--- config.mk ---
export PLATFORM = sky130hd
export DESIGN_NAME = fsb_cycle_ctl
export DESIGN_NICKNAME = d
export VERILOG_FILES = /design/src/rtl/fsb_cycle_pkg.sv /design/src/rtl/fsb_wait_counter.sv /design/src/rtl/fsb_cycle_ctl.sv
export SDC_FILE = /design/constraint.sdc
export NUM_CORES = 1
export LEC_CHECK = 0
export CORE_MARGIN = 3
export CORE_UTILIZATION = 58
export DETAILED_ROUTE_END_ITERATION = 8
export PLACE_DENSITY = 0.89
export SKIP_LAST_GASP = 1
export SLEW_MARGIN = 10
export SYNTH_ARGS = -nofsm -noshare
export SYNTH_HDL_FRONTEND = slang
export SYNTH_SLANG_ARGS = --single-unit
export TNS_END_PERCENT = 20
--- constraint.sdc ---
create_clock -name FCLK -period 2.99 [get_ports FCLK]
set_input_delay 0.598 -clock FCLK [delete_from_list [all_inputs] [get_ports FCLK]]
set_output_delay 0.598 -clock FCLK [all_outputs]
set_load 0.02 [all_outputs]
--- src/rtl/fsb_cycle_pkg.sv ---
// Shared types for the front-side bus cycle sequencer: FSM states, decoded target
// and select-decode helpers.
package fsb_cycle_pkg;

    typedef enum logic [1:0] {
        IDLE,
        WAIT,
        DONE,
        ERR
    } state_e;

    typedef enum logic [1:0] {
        TGT_NONE,
        TGT_RAM,
        TGT_ROM,
        TGT_IO
    } tgt_e;

    // True when exactly one of the three selects is high.
    function automatic logic sel_onehot(input logic ram, input logic rom, input logic io);
        return (ram ^ rom ^ io) & ~(ram & rom & io);
    endfunction

    function automatic tgt_e sel_target(input logic ram, input logic rom, input logic io);
        tgt_e t;
        t = TGT_NONE;
        if (ram)      t = TGT_RAM;
        else if (rom) t = TGT_ROM;
        else if (io)  t = TGT_IO;
        return t;
    endfunction

endpackage

--- src/rtl/fsb_wait_counter.sv ---
// Down-counter for wait states / I/O timeout; load has priority over decrement.
// Single-cycle update, zero flag is combinational from the register; no backpressure.
module fsb_wait_counter #(
    parameter int CNT_W = 8
) (
    input  logic             FCLK,
    input  logic             nRES,
    input  logic             load,
    input  logic             dec,
    input  logic [CNT_W-1:0] din,
    output logic             zero
);

    logic [CNT_W-1:0] cnt_q;
    logic [CNT_W-1:0] cnt_d;

    always_comb begin
        cnt_d = cnt_q;
        if (load) begin
            cnt_d = din;
        end else if (dec) begin
            cnt_d = cnt_q - CNT_W'(1);
        end
    end

    always_ff @(posedge FCLK or negedge nRES) begin
        if (!nRES) begin
            cnt_q <= '0;
        end else begin
            cnt_q <= cnt_d;
        end
    end

    assign zero = (cnt_q == '0);

endmodule

--- src/rtl/fsb_cycle_ctl.sv ---
// MC68HC000 bus cycle sequencer: wait states for RAM/ROM, I/O handshake with timeout,
// decode errors. All outputs registered; a cycle is held in DONE/ERR until BACT drops.
module fsb_cycle_ctl
    import fsb_cycle_pkg::*;
#(
    parameter int CNT_W      = 8,
    parameter int RAM_WS     = 0,
    parameter int ROM_WS     = 2,
    parameter int IO_TIMEOUT = 255
) (
    input  logic FCLK,
    input  logic nRES,
    input  logic BACT,
    input  logic RAMCS,
    input  logic ROMCS,
    input  logic IOCS,
    input  logic IOACK,
    input  logic TOClr,
    output logic Ready,
    output logic BERR0,
    output logic BERR1,
    output logic IOStart,
    output logic TOErr
);

    localparam logic [CNT_W-1:0] RAM_LD = CNT_W'(RAM_WS);
    localparam logic [CNT_W-1:0] ROM_LD = CNT_W'(ROM_WS);
    // The load edge itself consumes one of the timeout cycles.
    localparam logic [CNT_W-1:0] IO_LD  = CNT_W'(IO_TIMEOUT - 1);

    state_e           state_q, state_d;
    tgt_e             tgt_q, tgt_d;
    logic             ready_q, ready_d;
    logic             berr0_q, berr0_d;
    logic             berr1_q, berr1_d;
    logic             iostart_q, iostart_d;
    logic             toerr_q, toerr_d;

    logic             cnt_load;
    logic             cnt_dec;
    logic [CNT_W-1:0] cnt_din;
    logic             cnt_zero;
    tgt_e             sel_tgt;
    logic             sel_ok;

    fsb_wait_counter #(
        .CNT_W (CNT_W)
    ) u_cnt (
        .FCLK (FCLK),
        .nRES (nRES),
        .load (cnt_load),
        .dec  (cnt_dec),
        .din  (cnt_din),
        .zero (cnt_zero)
    );

    assign sel_ok  = sel_onehot(RAMCS, ROMCS, IOCS);
    assign sel_tgt = sel_target(RAMCS, ROMCS, IOCS);

    always_comb begin
        state_d   = state_q;
        tgt_d     = tgt_q;
        ready_d   = ready_q;
        berr0_d   = berr0_q;
        berr1_d   = berr1_q;
        iostart_d = 1'b0;
        toerr_d   = toerr_q & ~TOClr;
        cnt_load  = 1'b0;
        cnt_dec   = 1'b0;
        cnt_din   = '0;

        case (state_q)
            IDLE: begin
                ready_d = 1'b0;
                berr0_d = 1'b0;
                berr1_d = 1'b0;
                if (BACT) begin
                    if (sel_ok) begin
                        state_d  = WAIT;
                        tgt_d    = sel_tgt;
                        cnt_load = 1'b1;
                        case (sel_tgt)
                            TGT_RAM: cnt_din = RAM_LD;
                            TGT_ROM: cnt_din = ROM_LD;
                            default: cnt_din = IO_LD;
                        endcase
                        iostart_d = (sel_tgt == TGT_IO);
                    end else begin
                        state_d = ERR;
                        tgt_d   = TGT_NONE;
                        berr1_d = 1'b1;
                    end
                end
            end

            WAIT: begin
                if (!BACT) begin
                    // Abort: zero the counter so a stale count never leaks into the next cycle.
                    state_d  = IDLE;
                    tgt_d    = TGT_NONE;
                    ready_d  = 1'b0;
                    berr0_d  = 1'b0;
                    berr1_d  = 1'b0;
                    cnt_load = 1'b1;
                end else if (tgt_q == TGT_IO) begin
                    if (IOACK) begin
                        state_d = DONE;
                        ready_d = 1'b1;
                    end else if (cnt_zero) begin
                        state_d = ERR;
                        berr0_d = 1'b1;
                        toerr_d = 1'b1;
                    end else begin
                        cnt_dec = 1'b1;
                    end
                end else if (tgt_q == TGT_NONE) begin
                    state_d = IDLE;
                end else if (cnt_zero) begin
                    state_d = DONE;
                    ready_d = 1'b1;
                end else begin
                    cnt_dec = 1'b1;
                end
            end

            default: begin
                if (!BACT) begin
                    state_d = IDLE;
                    tgt_d   = TGT_NONE;
                    ready_d = 1'b0;
                    berr0_d = 1'b0;
                    berr1_d = 1'b0;
                end
            end
        endcase
    end

    always_ff @(posedge FCLK or negedge nRES) begin
        if (!nRES) begin
            state_q   <= IDLE;
            tgt_q     <= TGT_NONE;
            ready_q   <= 1'b0;
            berr0_q   <= 1'b0;
            berr1_q   <= 1'b0;
            iostart_q <= 1'b0;
            toerr_q   <= 1'b0;
        end else begin
            state_q   <= state_d;
            tgt_q     <= tgt_d;
            ready_q   <= ready_d;
            berr0_q   <= berr0_d;
            berr1_q   <= berr1_d;
            iostart_q <= iostart_d;
            toerr_q   <= toerr_d;
        end
    end

    assign Ready   = ready_q;
    assign BERR0   = berr0_q;
    assign BERR1   = berr1_q;
    assign IOStart = iostart_q;
    assign TOErr   = toerr_q;

endmodule

==> flow_summary.json <==
{
  "synthToLayoutAreaGrowth_pct": 14.9,
  "root_buffer": "clkbuf_4",
  "die-area_um2": 2460,
  "max-cap-violations": 0,
  "worstSkewPairLatency_ps": 290,
  "cts_hold_buf": 0,
  "drtPass1Iterations": 4,
  "num_io_pins": 13,
  "rows": 15,
  "rsz0062_at_grt": "false",
  "dp_slack_ps": 120,
  "fillCellCount": 146,
  "clk_path_buf_depth": 2,
  "p_clk_frac": 0.117,
  "synth_cell_types": 40,
  "fin_hold_ws_ps": 500,
  "report.final.setup_viol": 0,
  "first_global_vias": 915,
  "nets": 152,
  "vias": 962,
  "post_cts.repair.setup_buffers": 0,
  "power_w": 0.00105,
  "antenna_found_initial": 0,
  "ir_drop_uv": 446,
  "path_clk_slew_ps": 100,
  "dieHeight_um": 49.6,
  "routed_wl_um": 2230,
  "yosys_warnings": 0,
  "grt_max_degree": 18,
  "gp_congestion": 0.890,
  "power_frac_comb": 0.502,
  "async_flop_share": 1.00,
  "n_antenna_cell": 0,
  "p_int_w": 0.000594,
  "drc": 0,
  "crit_required_ps": 3180,
  "power_density_nw_per_um2": 829,
  "power.leakage_nw": 0.580,
  "grt_overflow": 0,
  "h-tree-depth": 1,
  "wl_met3_um": 121,
  "port_buffers": 12,
  "dp_hpwl_um": 1700,
  "cp-end-kind": "register",
  "cts-resized-gates": 0,
  "final_cell_mix": "17 x dfrtp_1, 12 x clkdlybuf4s50_1, 11 x inv_1, 11 x a21oi_1, 8 x ha_1",
  "period_share": 0.865,
  "cts_tree": "yes",
  "yosys_register_bits": 17,
  "worst_pin_slew_ps": 732,
  "skew_ps": 2.83,
  "numClockSinks": 17,
  "antenna_left": 0,
  "coreArea_um2": 1760,
  "relSlewSlack": 0.511,
  "p_seq_frac": 0.381,
  "hold_class": "register to register",
  "synth_edf_count": 0,
  "status": "complete, no violations",
  "finalHoldViolCount": 0,
  "period_needed_ps": 2590,
  "switching_share": 0.433,
  "drt-wirelength-per-cell_um": 14.0,
  "fin_tns_setup_ps": 0,
  "switching_power_w": 0.000455,
  "yosysSeqAreaShare": 0.386,
  "final_common_cell": "dfrtp_1",
  "cts_made_buffers": 3,
  "synthFlopType": "dfrtp_1",
  "grt_pass1_wl_um": 4020,
  "crit_arrival_ps": 2770,
  "dp.cells": 156,
  "topRoutingLayerUsed": "met4",
  "met2_length_um": 1050,
  "drv_slew": 0,
  "path_class": "primary input to register",
  "synth_area_um2": 1100,
  "drive_above_1_share": 0.0741,
  "fmax_mhz": 387,
  "start_util": 0.624,
  "routed_via_density": 6.01,
  "track_usage": 0.207,
  "avgSynthCellArea_um2": 9.03,
  "die_x_um": 49.6,
  "drt-met1-wl_um": 1020,
  "drt_iter0_drc": 16,
  "crit_path_max_fanout": 7,
  "fin_ws_ps": 403,
  "post_synth_inst_count": 122,
  "syn_nets": 138,
  "instances_no_fill": 160,
  "start_kind": "primary input"
}
## state kept, by name (all words and copies together), names as in the netlist
register     flops
tgt_q            2
BERR1            1
state_q          2
BERR0            1
TOErr            1
IOStart          1
u_cnt.cnt_q      8
Ready            1
## synth_stat cells, types with 2 or more instances
cell      number  area (µm²)
dfrtp_1       17         425
nor3_1         6        30.0
nand3_1        2        10.0
buf_2          2        10.0
or2_1          3        18.8
nand2_1        6        22.5
a211oi_1       4        30.0
nand2b_1       5        31.3
o21ai_0        6        30.0
inv_1         11        41.3
a21oi_1       11        55.1
xnor2_1        2        17.5
ha_1           8         100
a21o_1         3        22.5
nor2_1         7        26.3
a311oi_1       4        35.0
nor2b_1        2        12.5
## cells by family after synthesis
| kind of cell | synth area share |
|---|---|
| flops | 0.386 |
| buf+inv | 0.0568 |
| simple gates | 0.214 |
| compound gates | 0.236 |
| xor+xnor | 0.0159 |
| fa+ha+maj | 0.0909 |
## final timing paths
path	endpoint	start	slack, ps	cells after the start
max	u_cnt.cnt_q[7]$_DFFE_PN0P_	RAMCS	400	7
min	BERR1$_DFFE_PN0P_	BERR1$_DFFE_PN0P_	500	2
max reg2reg	Ready$_DFFE_PN0P_	u_cnt.cnt_q[0]$_DFFE_PN0P_	850	7
min reg2reg	BERR1$_DFFE_PN0P_	BERR1$_DFFE_PN0P_	500	2
max in group asynchronous	IOStart$_DFF_PN0_	nRES	1800	1
min in group asynchronous	BERR0$_DFFE_PN0P_	nRES	740	1
## routing by layer
metal	vias to the layer above	GRT usage
met1	457	0.278
li1	470	-
met2	29	0.328
met4	0	0.0737
met5	-	0
met3	6	0.0423
## final cells by class
class,instances,area (µm²),area share
repair buffers,13,128,0.101
well taps,25,31.3,0.0247
flip-flops and latches,17,425,0.336
inverters,11,41.3,0.0326
clock buffers,4,26.3,0.0208
multi-input cells,90,613,0.485
## through the flow
step / instance area, µm² / util
2_1_floorplan: 1100 / -
3_3_place_gp: 1240 / 0.702
3_5_place_dp: 1240 / 0.702
4_1_cts: 1260 / 0.717
5_1_grt: 1260 / 0.717
6_report: 1260 / 0.717
## power groups by stage
stage / clock [W] / sequential, W / combinational, W
final: 0.000123 / 0.000399 / 0.000527
after detailed placement: 0 / 0.000401 / 0.000521
after global placement: 0 / 0.000394 / 0.000500
after global routing: 0.000136 / 0.000413 / 0.000594
after CTS: 0.000126 / 0.000395 / 0.000524
after floorplan: 0 / 0.000364 / 0.000433
## critical path: stages
cell             delay (ps)
clkdlybuf4s50_1         440
ha_1                    350
or3b_1                  420
a311oi_2                310
o21bai_2                260
a21oi_1                 120
a311oi_1                280
Power figures use the tool's default switching activity.
